[config.mk]
export PLATFORM = sky130hd
export DESIGN_NAME = io_bus_arbiter
export DESIGN_NICKNAME = d
export VERILOG_FILES = /design/src/rtl/io_bus_arbiter.sv
export SDC_FILE = /design/constraint.sdc
export NUM_CORES = 1
export LEC_CHECK = 0
export BUFFER_PORTS_ARGS = -buffer_cell sky130_fd_sc_hd__buf_4
export CORE_AREA = 2 2 149 93
export DETAILED_ROUTE_END_ITERATION = 7
export DIE_AREA = 0 0 151 95
export HOLD_SLACK_MARGIN = 0.06
export PLACE_DENSITY = 0.82
export RECOVER_POWER = 100
export SYNTH_ARGS = -nofsm -noshare
export SYNTH_HDL_FRONTEND = slang
export SYNTH_SLANG_ARGS = --single-unit
[constraint.sdc]
create_clock -name clk -period 1.5 [get_ports clk]
set_input_delay 0.15 -clock clk [delete_from_list [all_inputs] [get_ports clk]]
set_output_delay 0.15 -clock clk [all_outputs]
set_load 0.05 [all_outputs]
[src/rtl/io_bus_arbiter.sv]
// io_bus_arbiter: round-robin sharing of the core IO register bus between several masters
module io_bus_arbiter #(
    parameter int NUM_REQUESTERS = 2,
    parameter int READ_LATENCY   = 1
) (
    input  logic                         clk,
    input  logic                         reset_n,
    input  logic [NUM_REQUESTERS-1:0]    req,
    input  logic [NUM_REQUESTERS-1:0]    req_write,
    input  logic [32*NUM_REQUESTERS-1:0] req_address,
    input  logic [32*NUM_REQUESTERS-1:0] req_write_data,
    output logic [NUM_REQUESTERS-1:0]    req_ack,
    output logic [NUM_REQUESTERS-1:0]    req_read_valid,
    output logic [31:0]                  req_read_data,
    output logic                         io_write_en,
    output logic                         io_read_en,
    output logic [31:0]                  io_address,
    output logic [31:0]                  io_write_data,
    input  logic [31:0]                  io_read_data,
    output logic                         busy
);
    localparam int GW = $clog2(NUM_REQUESTERS);

    typedef enum logic [1:0] {IDLE, ISSUE, WAIT, DONE} state_t;

    state_t        state;
    logic [GW-1:0] last_grant, grant, sel, cand;
    logic          found;
    logic [1:0]    cnt;

    // first requesting master searching upward from the one after last_grant
    always_comb begin
        sel   = last_grant;
        found = 1'b0;
        cand  = '0;
        for (int i = 1; i <= NUM_REQUESTERS; i++) begin
            cand = GW'((int'(last_grant) + i) % NUM_REQUESTERS);
            if (!found && req[cand]) begin
                sel   = cand;
                found = 1'b1;
            end
        end
    end

    always_ff @(posedge clk or negedge reset_n) begin
        if (!reset_n) begin
            state          <= IDLE;
            last_grant     <= GW'(NUM_REQUESTERS - 1);
            grant          <= '0;
            cnt            <= '0;
            req_ack        <= '0;
            req_read_valid <= '0;
            req_read_data  <= '0;
            io_write_en    <= 1'b0;
            io_read_en     <= 1'b0;
            io_address     <= '0;
            io_write_data  <= '0;
            busy           <= 1'b0;
        end else begin
            req_ack        <= '0;
            req_read_valid <= '0;
            io_write_en    <= 1'b0;
            io_read_en     <= 1'b0;
            case (state)
                IDLE: if (found) begin
                    grant         <= sel;
                    last_grant    <= sel;
                    io_address    <= req_address[32*sel +: 32];
                    io_write_data <= req_write_data[32*sel +: 32];
                    io_write_en   <= req_write[sel];
                    io_read_en    <= !req_write[sel];
                    req_ack[sel]  <= req_write[sel];
                    busy          <= 1'b1;
                    state         <= ISSUE;
                end
                ISSUE: if (io_write_en) begin
                    busy  <= 1'b0;
                    state <= IDLE;
                end else begin
                    cnt   <= 2'(READ_LATENCY - 1);
                    state <= WAIT;
                end
                WAIT: if (cnt == 2'd0) begin
                    req_read_data         <= io_read_data;
                    req_ack[grant]        <= 1'b1;
                    req_read_valid[grant] <= 1'b1;
                    state                 <= DONE;
                end else begin
                    cnt <= cnt - 2'd1;
                end
                DONE: begin
                    busy  <= 1'b0;
                    state <= IDLE;
                end
            endcase
        end
    end
endmodule

; ---- Word-level counts from Yosys, hierarchy flattened
; Index checks and enable logic that the tools add are counted.
[word_totals]
wordCells = 78
output_inout_bits = 103
mem_count = 0
ram_bits = 0
input_bits = 166
regBits = 109
latch_bits = 0
rom_bits = 0
[op_classes]
div_mod_pow = 0
n_mux = 32
multipliers = 0
n_shift = 2
n_eq_ne = 8
addsub = 3
n_bitwise = 1
n_reduce_logical = 14
order_cmp = 6
[op_table]
columns = operator, count
row1 = $shiftx A64 B7 Y32, 2
row2 = $mux W1, 18
row3 = $mux W2, 8
row4 = $ne A2 B2 Y1 const B, 5
row5 = $lt A1 B2 Y1 const B, 4
row6 = $pmux W2 S2, 2
row7 = $pmux W2 S4, 1
row8 = $reduce_and A2 Y1, 3
row9 = $reduce_and A3 Y1, 2
row10 = $eq A2 B2 Y1 const B, 2
row11 = $logic_not A2 Y1, 2
row12 = $logic_and A1 B1 Y1, 3
row13 = $pmux W1 S3, 1
row14 = $reduce_bool A3 Y1, 1
row15 = $add A1 B1 Y1 const B, 2
row16 = $and A2 B2 Y2, 1
row17 = $demux W1 S1, 2
row18 = $eq A2 B1 Y1 const B, 1
row19 = $ge A1 B1 Y1 const B, 2
row20 = $logic_not A1 Y1, 2
row21 = $reduce_bool A2 Y1, 1
row22 = $sub A2 B1 Y2 const B, 1

; ---- Longest topological paths before layout
; Gate-level depths: netlist (run 1).
[logic_depth]
word_depth = 14
depth_mapped = 6
ltp_nobuf = 5

; ---- Worst setup path after synthesis (run 1)
; No wires, ideal clock.
[synth_timing]
path_type = reg2reg
from = register cnt[0]
to = register req_read_data[10]
slack_ps = -12
n_path_buf = 1
arrival_time_ps = 1388
setup_time_ps = 125
required_ps = 1375
period_less_slack_ps = 1512
stages_incl_launch_ff = 7
path_cell_list = dfrtp_1 inv_1 ha_1 inv_1 nor3_4 buf_4 mux2_2
[synth_between]
elab_chain_len = 2
[synth_lines]
columns = element, line_no
row1 = start: declaration, 29  ; logic [1:0] cnt;
row2 = start signal: assignment, 80  ; cnt <= 2'(READ_LATENCY - 1);
row3 = start signal: assignment, 89  ; cnt <= cnt - 2'd1;
row4 = $logic_not A2 Y1, 83  ; WAIT: if (cnt == 2'd0) begin
row5 = $reduce_and A2 Y1 (no source line), -
row6 = end signal: assignment, 84  ; req_read_data <= io_read_data;
row7 = end: declaration, 14  ; output logic [31:0] req_read_data,
; Every way passes these cells.
; A chain may end at the register's enable or synchronous reset.

; ---- Worst setup path in the final report (run 1)
[layout_timing]
from = register cnt[0]
to = register req_read_data[11]
; Same word-level chain as after synthesis.

==> results of run 1 <==
## tightest hold or removal path: cells and delay by family
kind | cells | cell delay (ps)
AND/OR/NAND/NOR | 1 | 50
buffers and inverters | 1 | 110
AO/OA/AOI/OAI | 1 | 70
## Yosys cell counts
library cell / number / area (µm²)
o21bai_1: 1 / 7.51
o21ai_1: 9 / 45.0
mux2_2: 32 / 360
nor2_1: 5 / 18.8
a21oi_1: 68 / 340
o22ai_1: 2 / 12.5
nor2b_1: 2 / 12.5
mux2i_1: 1 / 10.0
o21ba_4: 1 / 16.3
nand3_1: 65 / 325
dfstp_2: 1 / 26.3
ha_1: 1 / 12.5
or2b_1: 1 / 7.51
buf_6: 7 / 78.8
buf_4: 4 / 30.0
a31oi_1: 14 / 87.6
and3_1: 1 / 6.26
dfrtp_1: 108 / 2700
inv_2: 1 / 3.75
a31oi_2: 50 / 626
mux2_1: 2 / 22.5
buf_2: 6 / 30.0
clkbuf_1: 36 / 135
nor3_4: 1 / 16.3
o32ai_1: 1 / 8.76
a311oi_1: 1 / 8.76
and2_4: 1 / 8.76
nand2_1: 5 / 18.8
and2b_1: 1 / 7.51
o21ai_0: 56 / 280
inv_1: 7 / 26.3
nand2b_1: 2 / 12.5
## cells by family after synthesis
| family | after synthesis |
|---|---|
| adders and majority gates | 1 |
| buffers and inverters | 61 |
| muxes | 35 |
| and+or+nand+nor | 84 |
| DFF | 109 |
| AOI/OAI and AO/OA | 203 |
## state kept, by name, summed over array words and instances, names as in the netlist, 2 cells and up, named ones only
signal / cells
cnt: 2
io_address: 32
req_ack: 2
req_read_data: 32
io_write_data: 32
req_read_valid: 2
## placed cells by master (no fill, tap or decap), drive strengths merged, types with 5 or more instances in the layout
cell	instances
dlygate4sd3	33
buf	200
inv	8
mux2	34
nand2	5
a21oi	68
dfrtp	108
a31oi	64
clkbuf	125
o21ai	65
nand3	65
nor2	5
## cell type report
class | instances | area, µm² | area share [%]
multi-input cells | 326 | 2520 | 29.5
clock inverters | 4 | 26.3 | 0.307
well taps | 175 | 219 | 2.56
repair buffers | 346 | 2780 | 32.5
flip-flops and latches | 109 | 2730 | 31.9
inverters | 8 | 32.5 | 0.380
clock buffers | 12 | 246 | 2.88
## routing by layer
layer | routed length [µm] | up-vias
met4 | 436 | 0
met5 | 0 | -
met3 | 1660 | 38
li1 | - | 2442
met2 | 9870 | 321
met1 | 8240 | 2734
## power groups by stage
stage | Sequential, mW | Combinational [mW] | Clock [mW]
floorplan | 10.1 | 4.35 | 0
global placement | 5.25 | 13.0 | 0
detailed placement | 5.35 | 13.2 | 0
CTS | 5.35 | 14.2 | 2.27
global route | 5.51 | 14.7 | 2.40
finish | 5.36 | 14.0 | 2.23
## stage by stage
stage                     power (mW)  hold slack, ps
final                           21.6            81.2
after global routing            22.6            75.9
after CTS                       21.8            75.5
after detailed placement        18.6            97.2
after global placement          18.3            82.5
after floorplan                 14.4            -146
## what timing repair did
action                                 4_1_cts  5_1_grt
hold buffers                                33        0
setup buffers                                4        5
gates cloned                                 5       12
pin swaps                                    2       34
endpoints found under the hold margin       56        0
setup endpoints to repair                   35       98
resized for setup                           45       56
## how the worst min path moves through the flow
stage	end	from	depth (start not counted)
after floorplan	async pin	reset_n	0
after global placement	req_read_data[1]	reset_n	1
after detailed placement	req_read_data[8]	reset_n	1
after CTS	io_write_data[19]	req_write_data[19]	3
after global routing	io_write_data[19]	req_write_data[51]	3
final	io_write_data[19]	req_write_data[19]	3
==> results.cfg, run 1 <==
[power]
p_clk_share_pct = 10.3
p_switching_mw = 11.4
p_seq_share_pct = 24.9
p_per_area_nw_per_um2 = 2520
combPwrFrac_pct = 64.8
swShare_pct = 52.6
internal_power_mw = 10.2
p_leak_nw = 3.86
ir_drop_mv = 1.30

[sta]
period_needed_ps = 1600
hold_violations = 0
post-route-period-util_pct = 107
rsz0062_at_grt = true
finalSetupTns_ps = -2780
relSlewSlack_pct = 54.7
setup_viol = 32
setup_ws_ps = -99.6
clock.fmax_ghz = 0.625
slew_violations = 0
finClkSkew_ps = 6.66
tightest_slew_ps = 680

[global_route]
gr-usage-met3_pct = 6.43
track_usage_pct = 25.7
use_met2_pct = 43.3
grt-ovfl-total = 0
antenna_found_initial = 0
grt_pass1_wl_mm = 28.4
busiest_layer = met2
grt_max_degree = 48
met1_usage_pct = 33.2
grt_pass1_vias = 5298

[logic_synthesis]
synthCells = 493
synth.net_count = 660
ys_seq_area_share_pct = 51.4
synthSimpleGateAreaFrac_pct = 8.18
synth_seq_cells = 109
syn_area_um2 = 5310
synth_xor_area_share_pct = 0
synth_compound_area_share_pct = 27.0
syn_area_per_cell_um2 = 10.8
synth_warnings = 0
synthAdderAreaFrac_pct = 0.236
synthMuxAreaShare_pct = 7.41
synth_top_family_by_area = compound AO/OA/AOI/OAI gates
synth_cell_types = 32

[routing]
drc = 0
route.vias.total = 5535
first_pass_iters = 5
via_per_inst = 5.65
ant_nets = 0
wl_mm = 20.2
drtIter0Drc = 310
routedWlPerCell_um = 20.6

[worst_setup_path]
cp_cell_sequence = inv_2 > ha_4 > inv_4 > nor3_4 > buf_6 > buf_16 > mux2_4
worstRegToRegCells = 7
crit_required_ps = 1720
crit_arrival_ps = 1820
crit_buf_inv = 4
r2r_setup_slack_ps = -100
r2r_start = cnt[0]
cp-endpoint = req_read_data[11]
path_class = flip-flop to flip-flop
critical_path.startpoint = cnt[0]
worstSetupStartpointType = flip-flop
cp_slowest_cell = dfrtp_1
cp.depth = 7
slowest_delay_ps = 410
cp-end-kind = flip-flop
crit_fanout = 8
reg2reg_to = req_read_data[11]
cp_top_family = buffers and inverters

[final_layout]
insertedDiodeCount = 0
instances_no_fill = 980
nets = 967
area_delta_synth_final_pct = 61.2
fin_area_um2 = 8550
fillers = 1054
final_util_pct = 65.2
drive_gt1_share_pct = 53.5

[outcome]
status = finished, violations left
violations = negative setup slack

[cts]
clk_pin_slew_ps = 70
clk_latency_ps = 340
cts_buffers = 9
cts_buffer_depth = 2
clock-root-buffer = clkbuf_16
htree_levels = 3
cts_tree = yes
cts.sinks = 109

[placed_design]
gp_congestion = 0.792
place_ws_ps = -100
place_hpwl_mm = 12.2
placed_cell_area_um2 = 7630
port_buffers = 268
placed_cells = 905

[die]
io_pins = 269
die_w_um = 151
start_util_pct = 40.4
core-area_um2 = 13100
dieArea_um2 = 14300
die_h_um = 95
rows = 33

[flow_run]
maxCapViolations = 0

[hold_path]
hold_class = input port to flip-flop
No activity file was read; power rests on OpenSTA's default activity.
==> run 2: changes to the inputs <==
- ABC_AREA: default -> 1
- PLACE_DENSITY: 0.82 -> 0.81
==> run 2 against run 1 <==
  * The run now ends clean
  * Worst hold slack improved by 11 ps
  * Utilization decreased by 5.1 points
  * Sequential share of layout area increased by 2.7 points
  * Largest cell class is now registers
  * Sequential power decreased by 3%
  * Clock skew increased by 0.67 ps
  * Critical path depth decreased by 1
  * Register-to-register slack improved by 220 ps
  * Worst setup slack improved by 220 ps
  * Routed wire length decreased by 13%
  * Synthesized cell count increased by 41%
  * Critical path type unchanged
  * Total power decreased by 11%
  * Die area unchanged
==> results.cfg, run 2 <==
[global_route]
antenna_found_initial = 0
grt-ovfl-total = 0
grt_pass1_wl_mm = 27.2
grt_max_degree = 66
grt_pass1_vias = 5575
track_usage_pct = 24.2

[routing]
via_per_inst = 4.93
routedWlPerCell_um = 15.3
first_pass_iters = 5
ant_nets = 0
route.vias.total = 5695
drtIter0Drc = 298
wl_mm = 17.6
drc = 0

[final_layout]
fillers = 1265
area_delta_synth_final_pct = 51.2
drive_gt1_share_pct = 31.8
final_util_pct = 60.0
insertedDiodeCount = 0
nets = 1143
final_common_cell = nand2_1
reg_top3 = io_address: 32 flops, io_write_data: 32 flops, req_read_data: 32 flops
instances_no_fill = 1156
mostFrequentLayoutCells = nand2_1, buf_4, nand3_1

[cts]
clk_pin_slew_ps = 70
cts.sinks = 109
postCtsSetupBuffers = 0
htree_levels = 3
clk_latency_ps = 340
cts_buffer_depth = 2
cts_buffers = 9
clock-root-buffer = clkbuf_16
cts_tree = yes

[placed_design]
place_hpwl_mm = 11.9
gp_congestion = 0.788
placed_cells = 1105
port_buffers = 268

[flow_run]
maxCapViolations = 0

[die]
io_pins = 269
dieArea_um2 = 14300
rows = 33
start_util_pct = 39.7
die_w_um = 151
core-area_um2 = 13100
die_h_um = 95

[sta]
finalSetupTns_ps = 0
period_needed_ps = 1380
setup_viol = 0
slew_violations = 0
relSlewSlack_pct = 58.7
finClkSkew_ps = 7.33
post-route-period-util_pct = 92.1
hold_violations = 0
tightest_slew_ps = 622
rsz0062_at_grt = false
clock.fmax_ghz = 0.724

[logic_synthesis]
synth_ff_type = dfrtp_1
synth_commonest_cells = nand2_1, nand3_1, dfrtp_1, buf_2, clkbuf_1
syn_area_um2 = 5210
ys_seq_area_share_pct = 52.4
synth_top_cells_by_area = dfrtp_1, nand2_1, nand3_1, buf_2, clkbuf_1
synth_warnings = 0
synth_seq_cells = 109
synth_cell_types = 18
synth_enable_flop_cells = 0
synth_top_area_share_pct = 51.8
synth_top_area_cell = dfrtp_1
synth.most_common_cell = nand2_1
synth.net_count = 861
synthCells = 694
syn_area_per_cell_um2 = 7.51
async_flop_share_pct = 100

[worst_setup_path]
slowest_delay_ps = 400
crit_buf_inv = 2
cp_slowest_cell = dfrtp_1
crit_arrival_ps = 1610
path_class = flip-flop to flip-flop
crit_fanout = 18
crit_required_ps = 1730
cp_top_family = flip-flops
worstSetupStartpointType = flip-flop
path_common_cell = nand2_1
cp-end-kind = flip-flop
cp_cell_sequence = inv_1 > ha_1 > nand2_2 > clkbuf_2 > nand2_1 > nand2_1

[power]
p_leak_nw = 4.55
p_per_area_nw_per_um2 = 2430
ir_drop_mv = 1.28

[outcome]
status = complete, no violations

[hold_path]
hold_class = input port to flip-flop
run 2: what timing repair did:
item | CTS | global route
endpoints found under the hold margin | 127 | 0
endpoints found under the setup margin | 0 | 31
resized for setup | 0 | 1
hold buffers | 34 | 0
run 2: cell families (layout without fill, tap and decap cells):
| group | count (synthesis) | count (layout) | share of synthesized area, % |
|---|---|---|---|
| AOI/OAI and AO/OA | 7 | 7 | 0.768 |
| and+or+nand+nor | 514 | 514 | 41.1 |
| adders and majority gates | 1 | 1 | 0.240 |
| buffers and inverters | 63 | 350 | 5.50 |
| DFF | 109 | 109 | 52.4 |
run 2: power by group:
| group | internal [mW] | switching, mW | total, mW |
|---|---|---|---|
| combinational | 2.76 | 8.57 | 11.3 |
| sequential | 4.37 | 0.801 | 5.18 |
| clock | 1.53 | 1.10 | 2.63 |
run 2: final timing paths:
| check | cells after the start | slack [ps] | start | end |
|---|---|---|---|---|
| max reg2reg | 6 | 120 | cnt[0] | req_read_data[0] |
| min in group asynchronous | 2 | 330 | reset_n | req_read_data[6] |
| max | 6 | 120 | cnt[0] | req_read_data[0] |
| min reg2reg | 1 | 470 | grant | req_read_valid[0] |
| max in group asynchronous | 3 | 240 | reset_n | io_write_data[14] |
| min | 4 | 90 | req_write[1] | io_read_en |
run 2: layout make-up:
cell class,count,area [µm²],area share (%)
Multi-Input combinational cell,522,2220,28.1
Sequential cell,109,2730,34.6
Tap cell,175,219,2.78
Inverter,11,41.3,0.524
Timing Repair Buffer,323,2340,29.7
Clock inverter,6,91.3,1.16
Clock buffer,10,239,3.03
run 2: routing by layer:
layer	vias up	wire length [µm]	global-route usage (%)
li1	2776	-	-
met1	2644	7770	31.3
met2	247	8070	39.7
met3	28	1510	7.54
met4	0	288	6.15
met5	-	0	0
run 2: through the flow:
step	setup WS [ps]	hold WS, ps	total power, mW	cell area [µm²]
2_1_floorplan	235	-146	13.3	5210
3_3_place_gp	147	80.1	17.0	7460
3_5_place_dp	87.3	77.1	17.3	7460
4_1_cts	68.8	79.2	20.0	8130
5_1_grt	5.39	116	20.4	7880
6_report	118	92.5	19.1	7880
run 2: worst min-delay path: stages:
cell    delay (ps)
buf_4           90
inv_1           30
nor2_1          90
nor2_1          50
==> run 3: changes to the inputs <==
--- a/config.mk
+++ b/config.mk
@@ -9,7 +9,7 @@
 export BUFFER_PORTS_ARGS = -buffer_cell sky130_fd_sc_hd__buf_4
-export CORE_AREA = 2 2 149 93
+export CORE_AREA = 2 2 141 88
 export DETAILED_ROUTE_END_ITERATION = 7
-export DIE_AREA = 0 0 151 95
+export DIE_AREA = 0 0 143 90
 export HOLD_SLACK_MARGIN = 0.06
-export PLACE_DENSITY = 0.81
+export PLACE_DENSITY = 0.86
 export RECOVER_POWER = 100
==> constraint.sdc (replaced) <==
create_clock -name clk -period 1.4 [get_ports clk]
set_input_delay 0.28 -clock clk [delete_from_list [all_inputs] [get_ports clk]]
set_output_delay 0.28 -clock clk [all_outputs]
set_load 0.05 [all_outputs]
==> run 3 against run 2 <==
  * Final area decreased by 2.5%
  * Final cell count down 3.4%
  * Sequential power is 6.9% higher
==> results.cfg, run 3 (synthesis results as in run 2) <==
[outcome]
status = complete, no violations

[placed_design]
place_hpwl_mm = 11.6
placed_cell_area_um2 = 7510
placed_cells = 1096
port_buffers = 268
gp_congestion = 0.828

[sta]
finalSetupTns_ps = 0
post-route-period-util_pct = 96.4
period_needed_ps = 1350
slew_violations = 0
finClkSkew_ps = 11.0
tightest_slew_ps = 547
clock.fmax_ghz = 0.741
rsz0062_at_grt = true
setup_viol = 0
relSlewSlack_pct = 63.5
hold_violations = 0

[hold_path]
hold_class = input port to flip-flop
hold_start = io_read_data[23]
hold_end = req_read_data[23]
hold_depth = 3

[global_route]
antenna_found_initial = 0
grt_max_degree = 66
grt_pass1_vias = 5482
grt_pass1_wl_mm = 27.0
grt-ovfl-total = 0
track_usage_pct = 26.1

[cts]
cts.sinks = 109
cts_tree = yes
htree_levels = 3
cts_buffers = 9
clk_latency_ps = 340
cts_buffer_depth = 2
clk_pin_slew_ps = 70
clock-root-buffer = clkbuf_16

[final_layout]
reg_top3 = io_address: 32 flops, io_write_data: 32 flops, req_read_data: 32 flops
area_delta_synth_final_pct = 47.4
instances_no_fill = 1117
drive_gt1_share_pct = 33.6
insertedDiodeCount = 0
mostFrequentLayoutCells = nand2_1, buf_4, nand3_1
final_common_cell = nand2_1
fillers = 1071
final_util_pct = 65.8
nets = 1116
fin_area_um2 = 7680

[worst_setup_path]
crit_fanout = 65
path_class = flip-flop to flip-flop
crit_arrival_ps = 1570
cp_top_family = flip-flops
cp_cell_sequence = nand2_2 > buf_12 > nand2_1 > nand2_1 > nand2_1 > nor2_1
cp.depth = 6
worstRegToRegCells = 6
cp_slowest_cell = dfstp_2
crit_buf_inv = 1
path_common_cell = nand2_1
cp-end-kind = flip-flop
critical_path.startpoint = last_grant
crit_required_ps = 1620
reg2reg_to = io_read_en
r2r_start = last_grant
worstSetupStartpointType = flip-flop
slowest_delay_ps = 590
r2r_setup_slack_ps = 50

[die]
io_pins = 269
die_w_um = 143
dieArea_um2 = 12900
core-area_um2 = 11700
start_util_pct = 44.6
die_h_um = 90
rows = 31

[routing]
wl_mm = 17.2
routedWlPerCell_um = 15.4
via_per_inst = 5.04
drc = 0
drtIter0Drc = 320
route.vias.total = 5625
ant_nets = 0
first_pass_iters = 4

[power]
p_per_area_nw_per_um2 = 2660
ir_drop_mv = 1.27
p_leak_nw = 4.48
fin_total_pwr_mw = 20.4

[flow_run]
maxCapViolations = 0
==> run 3: metrics by stage <==
stage / hold WS [ps] / setup slack (ps)
floorplan: -15.6 / 135
global placement: 193 / 34.5
detailed placement: 191 / -20.5
CTS: 160 / -1.19
global route: 167 / -32.8
finish: 172 / 50.1
==> run 3: final cells by class <==
| cell class | instances | area [µm²] | area share [%] |
|---|---|---|---|
| clock buffer | 11 | 243 | 3.16 |
| sequential | 109 | 2730 | 35.5 |
| timing repair buffer | 296 | 2200 | 28.6 |
| inverter | 11 | 43.8 | 0.570 |
| tap | 165 | 206 | 2.69 |
| multi-input combinational | 522 | 2240 | 29.1 |
| clock inverter | 3 | 22.5 | 0.293 |
==> run 3: worst max-delay path by stage <==
stage | slack, ps | endpoint
global route | -30 | io_address[3]
floorplan | 130 | io_address[0]
finish | 50 | io_read_en
detailed placement | -20 | io_address[13]
global placement | 30 | io_address[11]
CTS | -1 | io_address[13]
==> run 3: routing by layer <==
layer  part of all wire (%)  up-vias  global-route usage [%]  routed length [µm]
li1                       -     2722                       -                   -
met1                     43     2631                    34.1                7380
met2                     47      249                    43.3                8150
met3                    8.2       23                    6.61                1400
met4                    1.6        0                    6.93                 272
met5                      0        -                       0                   0
==> run 3: tightest hold or removal path: stages <==
cell and delay (ps):
buf_4 70, nand3_1 60, nand2_1 60
==> run 3: what timing repair did <==
item                                    CTS  global route
gates resized for setup                   4             7
pin swaps                                 0             0
setup buffers                             0             1
hold endpoints to repair                 18             0
cloned                                    1             4
hold buffers                              1             0
endpoints found under the setup margin   12            99
==> run 3: report_power, final <==
part           internal (mW)  switching [mW]
clock network           1.24            1.09
logic                   3.26            9.28
registers               4.69           0.853
